$ cat config.mk
export PLATFORM = sky130hd
export DESIGN_NAME = btn_step_debouncer
export DESIGN_NICKNAME = d
export VERILOG_FILES = /design/src/rtl/k2_io_pkg.sv /design/src/rtl/sync_2ff.sv /design/src/rtl/btn_step_debouncer.sv
export SDC_FILE = /design/constraint.sdc
export NUM_CORES = 1
export LEC_CHECK = 0
export BUFFER_PORTS_ARGS = -buffer_cell sky130_fd_sc_hd__buf_4
export CAP_MARGIN = 20
export CORE_ASPECT_RATIO = 0.5
export CORE_MARGIN = 2
export CORE_UTILIZATION = 56
export CTS_CLUSTER_DIAMETER = 40
export CTS_CLUSTER_SIZE = 10
export DETAILED_ROUTE_END_ITERATION = 7
export MAX_ROUTING_LAYER = met4
export PLACE_DENSITY = 0.76
export SYNTH_ARGS = -nofsm -noshare
export SYNTH_HDL_FRONTEND = slang
export SYNTH_HIERARCHICAL = 1
export SYNTH_SLANG_ARGS = --single-unit
$ cat constraint.sdc
create_clock -name clk -period 2.1 [get_ports clk]
set_input_delay 0.42 -clock clk [delete_from_list [all_inputs] [get_ports clk]]
set_output_delay 0.42 -clock clk [all_outputs]
set_load 0.01 [all_outputs]
$ cat src/rtl/k2_io_pkg.sv
// Shared types for the K2 front-panel input conditioning blocks.
package k2_io_pkg;

  typedef enum logic [1:0] {
    IDLE      = 2'd0,
    PRESS_CHK = 2'd1,
    HELD      = 2'd2,
    REL_CHK   = 2'd3
  } btn_state_t;

  localparam int PRESS_CNT_W = 8;

endpackage

$ cat src/rtl/sync_2ff.sv
// Two-flop synchroniser for asynchronous inputs; 2-cycle latency, no backpressure.
module sync_2ff #(
  parameter int WIDTH = 1
) (
  input  logic             clk,
  input  logic             reset,
  input  logic [WIDTH-1:0] d_i,
  output logic [WIDTH-1:0] q_o
);

  logic [WIDTH-1:0] s1_q;
  logic [WIDTH-1:0] s2_q;

  always_ff @(posedge clk or posedge reset) begin
    if (reset) begin
      s1_q <= '0;
      s2_q <= '0;
    end else begin
      s1_q <= d_i;
      s2_q <= s1_q;
    end
  end

  assign q_o = s2_q;

endmodule

$ cat src/rtl/btn_step_debouncer.sv
// Step button conditioner: sync, debounce both edges, one-cycle strobe per press plus auto-repeat.
// Strobe/level rise DEBOUNCE_CYCLES+3 edges after first high sample; no backpressure.
module btn_step_debouncer
  import k2_io_pkg::*;
#(
  parameter int DEBOUNCE_CYCLES      = 1000000,
  parameter int REPEAT_EN            = 1,
  parameter int REPEAT_DELAY_CYCLES  = 50000000,
  parameter int REPEAT_PERIOD_CYCLES = 10000000
) (
  input  logic                   clk,
  input  logic                   reset,
  input  logic                   btn_in,
  output logic                   step_pulse,
  output logic                   btn_level,
  output logic [PRESS_CNT_W-1:0] press_count
);

  localparam int CNT_W   = $clog2(DEBOUNCE_CYCLES + 1);
  localparam int RPT_MAX = (REPEAT_DELAY_CYCLES > REPEAT_PERIOD_CYCLES) ?
                           REPEAT_DELAY_CYCLES : REPEAT_PERIOD_CYCLES;
  localparam int RPT_W   = $clog2(RPT_MAX + 1);

  localparam logic [CNT_W-1:0] CNT_LAST   = CNT_W'(DEBOUNCE_CYCLES - 1);
  localparam logic [RPT_W-1:0] RPT_FIRST  = RPT_W'(REPEAT_DELAY_CYCLES - 1);
  localparam logic [RPT_W-1:0] RPT_PERIOD = RPT_W'(REPEAT_PERIOD_CYCLES - 1);

  logic                   s2;
  btn_state_t             state_q;
  logic [CNT_W-1:0]       cnt_q;
  logic [RPT_W-1:0]       rpt_q;
  logic                   first_rpt_q;
  logic                   step_pulse_q;
  logic                   btn_level_q;
  logic [PRESS_CNT_W-1:0] press_count_q;
  logic [RPT_W-1:0]       rpt_term;

  sync_2ff #(.WIDTH(1)) u_sync (
    .clk   (clk),
    .reset (reset),
    .d_i   (btn_in),
    .q_o   (s2)
  );

  // The first repeat waits the long delay, later ones use the shorter period.
  assign rpt_term = first_rpt_q ? RPT_FIRST : RPT_PERIOD;

  always_ff @(posedge clk or posedge reset) begin
    if (reset) begin
      state_q       <= IDLE;
      cnt_q         <= '0;
      rpt_q         <= '0;
      first_rpt_q   <= 1'b0;
      step_pulse_q  <= 1'b0;
      btn_level_q   <= 1'b0;
      press_count_q <= '0;
    end else begin
      step_pulse_q <= 1'b0;
      case (state_q)
        IDLE: begin
          if (s2) begin
            state_q <= PRESS_CHK;
            cnt_q   <= '0;
          end
        end
        PRESS_CHK: begin
          if (!s2) begin
            state_q <= IDLE;
            cnt_q   <= '0;
          end else if (cnt_q == CNT_LAST) begin
            state_q       <= HELD;
            btn_level_q   <= 1'b1;
            step_pulse_q  <= 1'b1;
            press_count_q <= press_count_q + 1'b1;
            rpt_q         <= '0;
            first_rpt_q   <= 1'b1;
          end else begin
            cnt_q <= cnt_q + 1'b1;
          end
        end
        HELD: begin
          // Release wins over a repeat that would fire on the same edge.
          if (!s2) begin
            state_q <= REL_CHK;
            cnt_q   <= '0;
          end else if (REPEAT_EN != 0) begin
            if (rpt_q == rpt_term) begin
              step_pulse_q  <= 1'b1;
              press_count_q <= press_count_q + 1'b1;
              rpt_q         <= '0;
              first_rpt_q   <= 1'b0;
            end else begin
              rpt_q <= rpt_q + 1'b1;
            end
          end
        end
        REL_CHK: begin
          // Bounce back to HELD keeps rpt_q/first_rpt_q so repeat timing resumes.
          if (s2) begin
            state_q <= HELD;
          end else if (cnt_q == CNT_LAST) begin
            state_q     <= IDLE;
            btn_level_q <= 1'b0;
          end else begin
            cnt_q <= cnt_q + 1'b1;
          end
        end
        default: state_q <= IDLE;
      endcase
    end
  end

  assign step_pulse  = step_pulse_q;
  assign btn_level   = btn_level_q;
  assign press_count = press_count_q;

endmodule

After elaboration in Yosys (flattened, before gate mapping):

Index checks and enable logic that the tools add are counted.

* register bits: 61
* output and inout port bits: 10
* logic and storage cells: 72

* $add $sub $neg: 3
* mux-type cells: 37
* reductions and logical operators: 8
* equal/unequal tests: 15

Operators by type and width (number)
* $mux W26: 5
* $mux W20: 5
* $pmux W20 S4: 1
* $pmux W26 S2: 1
* $mux W8: 4
* $add A26 B1 Y26 const B: 1
* $eq A26 B26 Y1: 1
* $add A20 B1 Y20 const B: 1
* $eq A20 B20 Y1 const B: 1
* $pmux W8 S2: 1
* $mux W2: 6
* $mux W1: 10
* $ne A2 B2 Y1 const B: 5
* $reduce_and A5 Y1: 2
* $add A8 B1 Y8 const B: 1
* $pmux W2 S4: 1
* $reduce_and A4 Y1: 2
* $ne A2 B1 Y1 const B: 3
* $pmux W1 S2: 3
* $eq A2 B2 Y1 const B: 2
* $reduce_bool A2 Y1: 2
* $ne A3 B2 Y1 const B: 1
* $ne A3 B3 Y1 const B: 1
* $reduce_and A3 Y1: 1
* 2 further kinds: 2

Longest topological paths before layout:

Gate-level depths: netlist of run 1.

* word-level depth: 5
* mapped depth: 9
* mapped depth without buffers: 7

Modules after synthesis:

Netlist of run 1, hierarchy kept.

By module, submodules not included
* btn_step_debouncer: cells each 375, area an instance 3434.5 um2, instances 1, seq. area each 1476.4 um2
* sync_2ff: cells each 3, area an instance 53.8 um2, instances 1, seq. area each 50.0 um2

Least setup slack after synthesis of run 1:

Ideal clock, no wire load.

* path kind: register -> register
* from: register cnt_q[10]
* to: register press_count_q[1], in the netlist press_count[1]
* arrival: 2076 ps
* setup slack: -100 ps
* cell stages (with the launch flop): 7
* setup time: 125 ps
* path through: dfrtp_1 or3b_1 nor4_2 buf_2 o2111ai_2 a21oi_1 mux2_2

* longest elaborated chain between the ends: 3

Ends and longest elaborated chain
* start: declaration: RTL line btn_step_debouncer.sv:30 `logic [CNT_W-1:0] cnt_q;`
* start signal: assignment: RTL line btn_step_debouncer.sv:78 `cnt_q <= cnt_q + 1'b1;`
* start signal: assignment: RTL line btn_step_debouncer.sv:105 `cnt_q <= cnt_q + 1'b1;`
* $eq A20 B20 Y1: RTL line btn_step_debouncer.sv:70 `end else if (cnt_q == CNT_LAST) begin`
* $ne A2 B2 Y1 (no source line)
* $reduce_and A5 Y1 (no source line)
* end signal: assignment: RTL line btn_step_debouncer.sv:74 `press_count_q <= press_count_q + 1'b1;`
* end signal: assignment: RTL line btn_step_debouncer.sv:89 `press_count_q <= press_count_q + 1'b1;`
* end: declaration: RTL line btn_step_debouncer.sv:35 `logic [PRESS_CNT_W-1:0] press_count_q;`

Every way passes these cells.
A chain may end at the register's enable or synchronous reset.

Worst setup path in the final report of run 1:

* from: register rpt_q[15]
* to: register press_count_q[1], in the netlist press_count[1]

* longest elaborated chain between the ends: 3

Ends and longest elaborated chain
* start: declaration: RTL line btn_step_debouncer.sv:31 `logic [RPT_W-1:0] rpt_q;`
* start signal: assignment: RTL line btn_step_debouncer.sv:93 `rpt_q <= rpt_q + 1'b1;`
* $eq A26 B26 Y1: RTL line btn_step_debouncer.sv:87 `if (rpt_q == rpt_term) begin`
* $ne A2 B2 Y1 (no source line)
* $reduce_and A5 Y1 (no source line)

Every way passes these cells.

==> impl_metrics.json, run 1 <==
{
  "status": "finished with violations",
  "failed_checks": "setup timing",
  "syn_nets": 388,
  "drc": 0,
  "cp_max_fo": 9,
  "io_buffer_count": 12,
  "gr-usage-all-layers_pct": 32.3,
  "totalPowerFinal_w": 0.00501,
  "worst_clock_skew_ns": 0.00409,
  "ios": 13,
  "syn2layout_area_growth_pct": 40.6,
  "hold_viol": 0,
  "wirelength_um": 11100,
  "slew_viol_final": 0,
  "clock_sinks": 61,
  "cts_tree": "done",
  "layout.cells.non_filler": 546,
  "nets": 465,
  "max_stage_delay_ns": 0.54,
  "p_leak_nw": 2.05,
  "place_congestion": 0.902,
  "min_path_type": "in2reg",
  "cts_made_buffers": 9,
  "dieWidth_um": 116,
  "min_to": "u_sync/s1_q$_DFF_PP0_",
  "num_antenna_cells": 0,
  "stdcell_area_um2": 4900,
  "start_util_pct": 57.8,
  "critPathKind": "reg2reg",
  "reg2reg_from": "rpt_q[15]$_DFFE_PP0P_",
  "irDropWorstVdd_v": 0.000827,
  "ys_ff_latch": 61,
  "max_cap_violations": 0,
  "syn_area_um2": 3490,
  "synth_top_cell_area_share_pct": 43.8,
  "grt_overflow_total": 0,
  "synth-edff-count": 0,
  "p_per_area_nw_per_um2": 1020,
  "antenna_found_initial": 0,
  "grt_pass1_vias": 3405,
  "clk_latency_ns": 0.34,
  "fin_util_pct": 81.3,
  "dp.cells": 522,
  "grt_max_degree": 51,
  "first_pass_iters": 5,
  "synthFlopType": "dfrtp_1",
  "via_count": 3631,
  "rrSetupSlack_ns": -0.32,
  "crit_path_end_kind": "flop",
  "clock.fmax_ghz": 0.414,
  "critPathRequiredTime_ns": 2.32,
  "fin_crit_sh_pct": 115,
  "cp-start-kind": "flop",
  "drive_above_1_share_pct": 37.3,
  "cts-root-buf": "clkbuf_16",
  "core-area_um2": 6030,
  "grt_pass1_wl_um": 16300,
  "hold_depth": 1,
  "yosys_warnings": 6,
  "std_cell_rows": 20,
  "setup_slack_ns": -0.318,
  "rsz0062_at_grt": "yes",
  "postRouteAntennaNets": 0,
  "place_area_um2": 4110,
  "hp-start": "btn_in",
  "yosysTopAreaCell": "dfrtp_1",
  "setup_viol": 36,
  "place_hpwl_um": 6190,
  "synth-seq-area-share_pct": 43.8,
  "via_per_inst": 6.65,
  "wl_per_cell_um": 20.3,
  "first_iter_violations": 391,
  "reg2reg_to": "press_count[1]$_DFFE_PP0P_",
  "synth_common_cells": "61 x dfrtp_1, 34 x a21oi_1, 24 x o21ai_0",
  "postSynthAreaPerCell_um2": 9.23,
  "htreeDepth": 3,
  "crit_chain": "or4bb_1, nor4_1, o2111ai_1, buf_6, a21oi_2, mux2_2",
  "worst_path_max_delay_cell": "or4bb_1",
  "reg2regPathDepth": 6,
  "arrival_ns": 2.63,
  "worstMarginPinSlew_ns": 0.609,
  "die-area_um2": 6910,
  "clock_path_buffers": 2,
  "max-slew-margin-rel_pct": 59.3,
  "clkSlewWorstSetupHoldPaths_ns": 0.05,
  "synth_cell_types": 54,
  "synth_cells": 378,
  "yosys-top-cells-area": "dfrtp_1 44%, a21oi_1 4.9%, or4_1 4.5%, o31ai_1 3.7%, o21ai_0 3.4%",
  "period_minus_slack_ns": 2.42,
  "async_flop_share_pct": 100,
  "yosysMostFrequentCell": "dfrtp_1",
  "die_y_um": 59.8
}
[repair_timing]
action | in CTS | in global routing
endpoints found under the setup margin | 32 | 49
gates cloned | 4 | 2
hold buffers | 1 | 0
gates resized for setup | 34 | 53
setup buffers | 1 | 2
pin swaps | 26 | 31
hold endpoints to repair | 2 | 0
[per-layer routing]
layer  routed length, um  global-route usage (%)  part of all wire (%)
met3                 820                    9.03                   7.4
met1                4250                    37.5                    38
met4                 431                    12.9                   3.9
met5                   0                       -                     0
met2                5570                    54.4                    50
[worst max-delay path, delay by kind of cell (launching register included)]
| family | cells | cell delay, ns |
|---|---|---|
| compound gates | 2 | 0.39 |
| buf+inv | 1 | 0.22 |
| flops | 1 | 0.40 |
| mux | 1 | 0.37 |
| simple gates | 2 | 0.91 |
[area by class of cell]
class | count | area (um^2)
clock inverter | 1 | 5.00
multi-input combinational | 287 | 2180
sequential | 61 | 1530
timing repair buffer | 82 | 754
clock buffer | 13 | 280
inverter | 14 | 52.6
fill | 324 | 1130
tap | 88 | 110
[through the flow]
stage / setup TNS, ns / setup WS [ns] / hold WS [ns]
floorplan: -0.0111 / -0.0111 / 0.161
global placement: -0.926 / -0.0823 / 0.292
detailed placement: -1.35 / -0.101 / 0.303
CTS: -1.33 / -0.112 / 0.184
global route: -9.09 / -0.308 / 0.179
finish: -8.05 / -0.318 / 0.188
[registers in the layout, summed over array words and instances, names as in the netlist, named ones only]
signal       flops
first_rpt_q      1
press_count      8
u_sync/q_o       1
state_q          1
u_sync/s1_q      1
step_pulse       1
btn_level        1
cnt_q           20
rpt_q           26
[kinds of logic (layout without fill, tap and decap cells)]
| group | after synthesis | in the layout | share of synthesized area, % |
|---|---|---|---|
| flip-flops | 61 | 61 | 43.8 |
| XOR/XNOR | 17 | 17 | 4.27 |
| buffers and inverters | 31 | 110 | 3.69 |
| AO/OA/AOI/OAI | 115 | 116 | 21.2 |
| AND/OR/NAND/NOR | 145 | 145 | 23.9 |
| multiplexers | 2 | 2 | 0.610 |
| adder cells (fa/ha/maj) | 7 | 7 | 2.51 |
[cells in the final DEF (no fill, tap or decap), drive strengths merged, types with 2 or more instances in the layout]
cell type / synthesis / layout
and3: 5 / 5
or2: 4 / 4
inv: 14 / 14
clkbuf: 12 / 15
nand4: 11 / 11
and2: 5 / 5
a31oi: 2 / 2
xnor2: 6 / 6
o31ai: 17 / 17
or4: 21 / 21
or3: 9 / 9
nor3: 7 / 7
a211oi: 11 / 11
and4: 2 / 2
or4b: 2 / 2
a41oi: 2 / 2
nand2: 21 / 21
buf: 5 / 78
a21o: 3 / 3
xor2: 11 / 11
a21oi: 35 / 35
nand3: 23 / 23
nor2: 20 / 20
nor4: 10 / 10
dfrtp: 61 / 61
ha: 7 / 7
o41ai: 3 / 3
o2111ai: 4 / 4
o21ai: 27 / 28
[how the worst max path moves through the flow]
| stage | start | endpoint | slack, ns |
|---|---|---|---|
| after floorplan | cnt_q[10]$_DFFE_PP0P_ | press_count[1]$_DFFE_PP0P_ | -0.01 |
| after global placement | cnt_q[6]$_DFFE_PP0P_ | rpt_q[22]$_DFFE_PP0P_ | -0.08 |
| after detailed placement | rpt_q[8]$_DFFE_PP0P_ | press_count[1]$_DFFE_PP0P_ | -0.10 |
| after CTS | cnt_q[11]$_DFFE_PP0P_ | rpt_q[14]$_DFFE_PP0P_ | -0.11 |
| after global routing | rpt_q[7]$_DFFE_PP0P_ | press_count[1]$_DFFE_PP0P_ | -0.31 |
| final | rpt_q[15]$_DFFE_PP0P_ | press_count[1]$_DFFE_PP0P_ | -0.32 |
[report_power, final]
| group | leakage, nW | internal [W] | total, W | switching, W |
|---|---|---|---|---|
| logic | 1.08 | 0.000908 | 0.00216 | 0.00125 |
| clock network | 0.144 | 0.000910 | 0.00141 | 0.000501 |
| registers | 0.828 | 0.00130 | 0.00144 | 0.000136 |
Power figures use the tool's default switching activity.
==> run 2: changes to the inputs <==
--- a/config.mk
+++ b/config.mk
@@ -7,14 +7,16 @@
 export LEC_CHECK = 0
 export BUFFER_PORTS_ARGS = -buffer_cell sky130_fd_sc_hd__buf_4
 export CAP_MARGIN = 20
+export CELL_PAD_IN_SITES_DETAIL_PLACEMENT = 0
+export CELL_PAD_IN_SITES_GLOBAL_PLACEMENT = 1
 export CORE_ASPECT_RATIO = 0.5
 export CORE_MARGIN = 2
-export CORE_UTILIZATION = 56
+export CORE_UTILIZATION = 43
 export CTS_CLUSTER_DIAMETER = 40
 export CTS_CLUSTER_SIZE = 10
 export DETAILED_ROUTE_END_ITERATION = 7
 export MAX_ROUTING_LAYER = met4
-export PLACE_DENSITY = 0.76
+export PLACE_DENSITY_LB_ADDON = 0.1
 export SYNTH_ARGS = -nofsm -noshare
 export SYNTH_HDL_FRONTEND = slang
 export SYNTH_HIERARCHICAL = 1
==> impl_metrics.json, run 2 (synthesis results as in run 1) <==
{
  "io_buffer_count": 12,
  "setup_slack_ns": -0.152,
  "p_per_area_nw_per_um2": 1040,
  "max_cap_violations": 0,
  "grt_max_degree": 60,
  "first_pass_iters": 4,
  "place_hpwl_um": 6140,
  "hp-start": "btn_in",
  "std_cell_rows": 23,
  "final_cell_mix": "69 x buf_4, 61 x dfrtp_1, 23 x nand3_1, 23 x a21oi_2",
  "grt_overflow_total": 0,
  "grt_pass1_wl_um": 15900,
  "wl_per_cell_um": 16.8,
  "min_to": "u_sync/s1_q$_DFF_PP0_",
  "layout.cells.non_filler": 576,
  "regMostFlops": "rpt_q",
  "start_util_pct": 43.9,
  "min_path_type": "in2reg",
  "failed_checks": "setup timing",
  "status": "finished with violations",
  "clock_sinks": 61,
  "ios": 13,
  "mostFrequentLayoutCell": "buf_4",
  "hold_depth": 1,
  "p_leak_nw": 2.07,
  "place_area_um2": 4160,
  "period_minus_slack_ns": 2.25,
  "core-area_um2": 7940,
  "clkSlewWorstSetupHoldPaths_ns": 0.05,
  "post-place-ws_ns": -0.150,
  "antenna_found_initial": 0,
  "drive_above_1_share_pct": 36.9,
  "cts_made_buffers": 9,
  "critPathRequiredTime_ns": 2.32,
  "cp_max_fo": 5,
  "fin_util_pct": 62.7,
  "postRouteAntennaNets": 0,
  "hold_viol": 0,
  "place_congestion": 0.826,
  "cp-start-kind": "flop",
  "rrSetupSlack_ns": -0.15,
  "drc": 0,
  "worstMarginPinSlew_ns": 0.546,
  "via_per_inst": 5.86,
  "arrival_ns": 2.47,
  "die_y_um": 67.7,
  "num_antenna_cells": 0,
  "crit_path_end_kind": "flop",
  "die-area_um2": 8890,
  "rsz0062_at_grt": "yes",
  "whs_ns": 0.196,
  "reg2regPathDepth": 6,
  "first_iter_violations": 219,
  "syn2layout_area_growth_pct": 42.8,
  "clock_path_buffers": 2,
  "stdcell_area_um2": 4980,
  "worst_clock_skew_ns": 0.00531,
  "setup_viol": 35,
  "reg2reg_to": "press_count[1]$_DFFE_PP0P_",
  "via_count": 3374,
  "gr-usage-all-layers_pct": 23.8,
  "slew_viol_final": 0,
  "clock.fmax_ghz": 0.444,
  "dieWidth_um": 131,
  "dp.cells": 549,
  "cts_tree": "done",
  "fin_crit_sh_pct": 107,
  "reg2reg_from": "rpt_q[8]$_DFFE_PP0P_",
  "wirelength_um": 9690,
  "clk_latency_ns": 0.33,
  "irDropWorstVdd_v": 0.000687,
  "largest_reg_flops": 26,
  "grt_pass1_vias": 3285,
  "nets": 469,
  "cts-root-buf": "clkbuf_16",
  "max-slew-margin-rel_pct": 62.7,
  "htreeDepth": 3,
  "critPathKind": "reg2reg"
}
run 2: worst max path at each step:
stage,from,end,slack (ns)
finish,rpt_q[8]$_DFFE_PP0P_,press_count[1]$_DFFE_PP0P_,-0.15
global route,rpt_q[8]$_DFFE_PP0P_,press_count[1]$_DFFE_PP0P_,-0.22
CTS,rpt_q[24]$_DFFE_PP0P_,press_count[1]$_DFFE_PP0P_,-0.09
detailed placement,rpt_q[8]$_DFFE_PP0P_,press_count[1]$_DFFE_PP0P_,-0.15
global placement,cnt_q[6]$_DFFE_PP0P_,rpt_q[22]$_DFFE_PP0P_,-0.11
floorplan,cnt_q[10]$_DFFE_PP0P_,press_count[1]$_DFFE_PP0P_,-0.01
run 2: final cells by class:
class / instances / area (um^2)
fill: 662 / 2960
multi-input combinational: 287 / 2170
sequential: 61 / 1530
timing repair buffer: 86 / 748
clock buffer: 12 / 246
tap: 112 / 140
clock inverter: 4 / 95.1
inverter: 14 / 52.6
run 2: per-layer routing:
metal / global-route usage (%) / vias to the layer above / wire, um
met3: 5.93 / 13 / 319
met1: 29.0 / 1693 / 4540
met2: 39.1 / 52 / 4710
li1: - / 1616 / -
met4: 9.10 / 0 / 121
met5: - / - / 0
run 2: stage by stage:
step                total power, W  setup TNS, ns
global placement           0.00298          -1.43
finish                     0.00519          -3.59
detailed placement         0.00303          -3.19
global route               0.00546          -6.13
floorplan                  0.00234        -0.0111
CTS                        0.00497          -1.56
run 2: worst max-delay path: stages, from the launching register on:
cell and delay, ns:
dfrtp_1 0.38, or4_4 0.55, nor4_4 0.34, o2111ai_2 0.22, buf_6 0.20, a21oi_4 0.14
mux2_4 0.31
run 2: power breakdown:
group,internal (W),total [W],switching (W)
clock,0.00119,0.00171,0.000524
combinational,0.000892,0.00205,0.00116
sequential,0.00130,0.00143,0.000125
run 2: what timing repair did:
item                       in CTS  in global routing
buffers inserted                2                  2
hold endpoints to repair        2                  0
pin swaps                      25                 16
gates cloned                    4                  2
resized for setup              43                 41
setup endpoints to repair      35                 57
hold buffers                    1                  0
